==> config.mk <==
export PLATFORM = sky130hd
export DESIGN_NAME = lms_sample_scheduler
export DESIGN_NICKNAME = d
export VERILOG_FILES = /design/src/rtl/lms_sample_scheduler.sv
export SDC_FILE = /design/constraint.sdc
export NUM_CORES = 1
export LEC_CHECK = 0
export ABC_AREA = 1
export CAP_MARGIN = 20
export CORE_ASPECT_RATIO = 1.5
export CORE_UTILIZATION = 30
export CTS_BUF_LIST = sky130_fd_sc_hd__clkbuf_8
export DETAILED_ROUTE_END_ITERATION = 7
export PLACE_DENSITY = 0.58
export SLEW_MARGIN = 40
export SYNTH_ARGS = -nofsm -noshare
export SYNTH_HDL_FRONTEND = slang
export SYNTH_SLANG_ARGS = --single-unit
==> constraint.sdc <==
create_clock -name clk -period 4.1 [get_ports clk]
set_input_delay 0.82 -clock clk [delete_from_list [all_inputs] [get_ports clk]]
set_output_delay 0.82 -clock clk [all_outputs]
set_load 0.03 [all_outputs]
==> src/rtl/lms_sample_scheduler.sv <==
// Paces codec sample pairs into the shared LMS adaptive filter: buffers pairs,
// strobes one pair per filter budget, and captures the filter's estimate/error.
module lms_sample_scheduler #(
  parameter int STAGE         = 256,
  parameter int SAMPLE_CYCLES = STAGE + 16,
  parameter int FIFO_DEPTH    = 4
) (
  input  logic               clk,
  input  logic               rst_n,
  input  logic               enable,
  input  logic signed [15:0] ref_in,
  input  logic signed [15:0] mic_in,
  input  logic               in_valid,
  output logic signed [15:0] flt_x,
  output logic signed [15:0] flt_d,
  output logic               flt_en,
  input  logic signed [15:0] flt_y,
  input  logic signed [15:0] flt_e,
  output logic signed [15:0] out_est,
  output logic signed [15:0] out_err,
  output logic               out_valid,
  output logic               busy,
  output logic               ovf,
  input  logic               ovf_clr,
  output logic [7:0]         drop_cnt
);

  // The guard can never be shorter than the filter's pipeline depth.
  localparam int GUARD = (SAMPLE_CYCLES >= STAGE + 12) ? SAMPLE_CYCLES : STAGE + 12;
  localparam int CW    = $clog2(GUARD + 1);
  localparam int AW    = $clog2(FIFO_DEPTH);
  localparam int NW    = AW + 1;

  typedef enum logic [1:0] {IDLE, ISSUE, WAIT, CAPTURE} state_t;

  state_t          state, next_state;
  logic [CW-1:0]   guard_cnt;
  logic            guard_done;
  logic [31:0]     mem [FIFO_DEPTH];
  logic [AW-1:0]   wr_ptr, rd_ptr;
  logic [NW-1:0]   count;
  logic            full, empty, pop, wr_en, drop;

  assign full       = (count == NW'(FIFO_DEPTH));
  assign empty      = (count == '0);
  assign wr_en      = in_valid && (!full || pop);
  assign drop       = in_valid && full && !pop;
  assign guard_done = (guard_cnt == CW'(GUARD - 1));

  assign flt_en     = (state == ISSUE);
  assign out_valid  = (state == CAPTURE);
  assign busy       = (state == ISSUE) || (state == WAIT);

  always_comb begin
    next_state = state;
    pop        = 1'b0;
    case (state)
      IDLE: begin
        if (enable && !empty) begin
          next_state = ISSUE;
          pop        = 1'b1;
        end
      end
      ISSUE:   next_state = WAIT;
      WAIT:    if (guard_done) next_state = CAPTURE;
      CAPTURE: next_state = IDLE;
      default: next_state = IDLE;
    endcase
  end

  // Storage carries no reset; validity is tracked entirely by count.
  always_ff @(posedge clk) begin
    if (wr_en) mem[wr_ptr] <= {ref_in, mic_in};
  end

  always_ff @(posedge clk or negedge rst_n) begin
    if (!rst_n) begin
      state     <= IDLE;
      wr_ptr    <= '0;
      rd_ptr    <= '0;
      count     <= '0;
      guard_cnt <= '0;
      flt_x     <= '0;
      flt_d     <= '0;
      out_est   <= '0;
      out_err   <= '0;
    end else begin
      state <= next_state;
      if (wr_en) wr_ptr <= wr_ptr + AW'(1);
      if (pop) begin
        rd_ptr <= rd_ptr + AW'(1);
        flt_x  <= mem[rd_ptr][31:16];
        flt_d  <= mem[rd_ptr][15:0];
      end
      case ({wr_en, pop})
        2'b10:   count <= count + NW'(1);
        2'b01:   count <= count - NW'(1);
        default: count <= count;
      endcase
      if (state == ISSUE)
        guard_cnt <= '0;
      else if (state == WAIT && !guard_done)
        guard_cnt <= guard_cnt + CW'(1);
      // Sample on the last WAIT edge so the result is stable alongside out_valid.
      if (state == WAIT && guard_done) begin
        out_est <= flt_y;
        out_err <= flt_e;
      end
    end
  end

  always_ff @(posedge clk or negedge rst_n) begin
    if (!rst_n) begin
      ovf      <= 1'b0;
      drop_cnt <= '0;
    end else if (ovf_clr) begin
      ovf      <= 1'b0;
      drop_cnt <= '0;
    end else if (drop) begin
      ovf <= 1'b1;
      if (drop_cnt != 8'hFF) drop_cnt <= drop_cnt + 8'd1;
    end
  end

endmodule

==> summary.md <==
| Metric | Value |
|---|---|
| Lkg Pwr | `4.983 nW` |
| Syn_nets | `838` |
| Clock transition at the registers of the reported paths | `0.06 ns` |
| Drt initial violations | `229` |
| I/O pins | `145` |
| Clk network pwr share | `36.2%` |
| Status | `finished clean` |
| Core Area | `29480 sq um` |
| Commonest cells after routing, fill and taps aside | `nand2_1, clkdlybuf4s50_1, edfxtp_1` |
| Mapped Area | `8980 sq um` |
| Non-Filler Instances | `1340` |
| Detailed-route via count | `5898` |
| Post-CTS Setup Inserts | `0` |
| Max-Cap Viols | `0` |
| Placed cell count | `1276` |
| Crit path cell chain | `inv_1 > ha_1 > clkdlybuf4s50_1` |
| DRC | `0` |
| Area Overhead vs Synth | `29.23%` |
| Clock Tree Buf Depth | `3` |
| Share of cells above drive strength 1 | `12.61%` |
| CP Capture Type | `primary output` |
| Initial antenna violation count | `1` |
| Synth async-reset ratio | `41.55%` |
| Clk Latency, worst-skew pair | `0.53 ns` |
| Drt pass-1 iters | `5` |
| Post-DRT Antenna Nets | `0` |
| Slew Limit Fails | `0` |
| Worst min path class | `in -> async` |
| CP top delay family | `buffers and inverters` |
| Clk sinks | `219` |
| Relative slew slack | `58.68%` |
| CTS tree | `done` |
| Initial Util | `30.46%` |
| Hold Buf Count CTS | `0` |
| WHS | `0.2477 ns` |
| Peak VDD IR | `164.3 uV` |
| Final setup viols | `0` |
| Slowest cell delay on critical path | `0.72 ns` |
| Vias per cell | `4.401` |
| GPL Wtd Cong | `0.7390` |
| Die Y | `213.9 um` |
| Worst setup SP type | `register` |
| Setup Skew | `0.01238 ns` |
| Buffer and inverter count on the worst path | `2` |
| CP Max Fanout | `6` |
| Synth warn | `0` |
| Power Internal | `3.878 mW` |
| Post-CTS sizing | `0` |
| Worst path arrival time | `2.04 ns` |
| Total GRT Usage | `13.58%` |
| Global-route wire length before repair | `31650 um` |
| Register-to-Register Path Depth | `9` |
| Slowest CP cell | `clkdlybuf4s50_1` |
| Setup_tns | `0 ns` |
| Post-place setup slack | `1.121 ns` |
| PnR worst setup slack | `1.244 ns` |
| WS Path Type | `reg -> out` |
| Comb power frac | `11.5%` |
| Worst Tran Pin Value | `0.6199 ns` |
| Die area | `30640 sq um` |
| Net Sw Frac | `25.33%` |
| Sequential power share | `52.3%` |
| Final Hold Viols | `0` |
| Largest net degree at the start of global routing | `66` |
| WL final | `20350 um` |
| Worst EP required | `3.28 ns` |
| Num CTS Buffers | `35` |
| Vias in the first global route | `6029` |
| # nets final | `998` |
| Cell depth of the worst setup path | `3` |
| Final worst path period share | `69.66%` |
| Synth cell types | `33` |
| P_sw | `1.316 mW` |
| Fmax | `350.2 MHz` |
| Drt wl/cell | `15.18 um` |
| Port Buf Inserts | `144` |
| Syn Inst Count | `758` |
| CTS Root Cell | `clkbuf_8` |
| Total power divided by cell area | `447.6 nW/um^2` |
| Rows | `77` |
| Commonest non-fill, non-tap cell in the layout | `nand2_1` |
| Gr ovfl total | `0` |
| H-tree levels | `2` |
| Fin crit period | `2.856 ns` |
| Horizontal die dimension | `143.3 um` |
| Top_reg_cell synth | `edfxtp_1` |
| EDFF count, synth | `128` |
| Syn Area/Cell | `11.85 sq um` |
| DPL Wire Length | `13210 um` |
| RSZ-0062 raised after global routing | `no` |
| #FFs+latches synth | `219` |
| Register area share after synthesis | `68.16%` |
[cells in the mapped netlist (4+ instances only)]
master / count / area share [%]
nand2_1: 174 / 7.3
clkbuf_1: 15 / 0.63
dfrtp_1: 91 / 25
o21ai_0: 36 / 2.0
mux2i_1: 32 / 3.6
o22ai_1: 32 / 2.2
ha_1: 10 / 1.4
o21ai_2: 32 / 3.1
nor2_1: 62 / 2.6
edfxtp_1: 128 / 43
xor2_1: 7 / 0.68
buf_2: 8 / 0.45
nand3_1: 29 / 1.6
nand2_2: 11 / 0.77
a21oi_1: 4 / 0.22
buf_6: 7 / 0.88
nand4_1: 4 / 0.28
inv_1: 56 / 2.3
[routing by layer]
layer / global-route usage (%) / vias up / wire (um)
li1: - / 2899 / -
met1: 14.66 / 2818 / 8155
met2: 25.23 / 146 / 10680
met3: 2.903 / 35 / 939
met4: 5.979 / 0 / 573
met5: 0 / - / 0
[metrics by stage]
stage               area [sq um]  total power, mW  utilization (%)
floorplan                   8980            3.062                -
global placement           10870            3.345            36.86
detailed placement         10890            3.371            36.95
CTS                        11600            5.293            39.34
global route               11600            5.455            39.36
finish                     11600            5.194            39.36
[flip-flops by register name (all words and copies together) (netlist names)]
register,cells
rd_ptr,2
state,2
ovf,1
flt_d,16
mem,128
guard_cnt,9
out_est,16
wr_ptr,2
flt_x,16
drop_cnt,8
count,3
out_err,16
[power by group through the flow]
stage | sequential, mW | clock, mW | combinational, mW
CTS | 2.72 | 1.96 | 0.612
global placement | 2.75 | 0 | 0.590
global route | 2.74 | 2.04 | 0.677
finish | 2.72 | 1.88 | 0.595
floorplan | 2.76 | 0 | 0.298
detailed placement | 2.76 | 0 | 0.609
[final cells by class]
type                       instances  area, sq um
inverter                          60        225.2
clock buffer                      40        550.5
sequential                       219         6126
tap                              395        494.2
antenna                            1        2.502
timing repair buffer             156         1574
fill                            2919        17880
clock inverter                    23        153.9
multi-input combinational        446         2479
[final timing paths]
kind                        startpoint     endpoint  slack, ns
min in group clk           out_est[12]  out_est[12]       0.48
hold reg to reg            out_est[12]  out_est[12]       0.48
setup / recovery              state[1]       flt_en       1.24
hold / removal                   rst_n     flt_d[2]       0.25
max in group asynchronous        rst_n    flt_d[10]       3.09
setup reg to reg              state[0]    mem[3][0]       1.72
[cell families after synthesis]
kind of cell	after synthesis	share of synthesized area (%)
simple gates	288	13.42
flops	219	68.16
compound gates	106	7.733
buf+inv	93	4.626
mux	32	3.567
fa+ha+maj	11	1.616
xor+xnor	9	0.8779
Note: power is estimated with default switching activity, not from simulation.
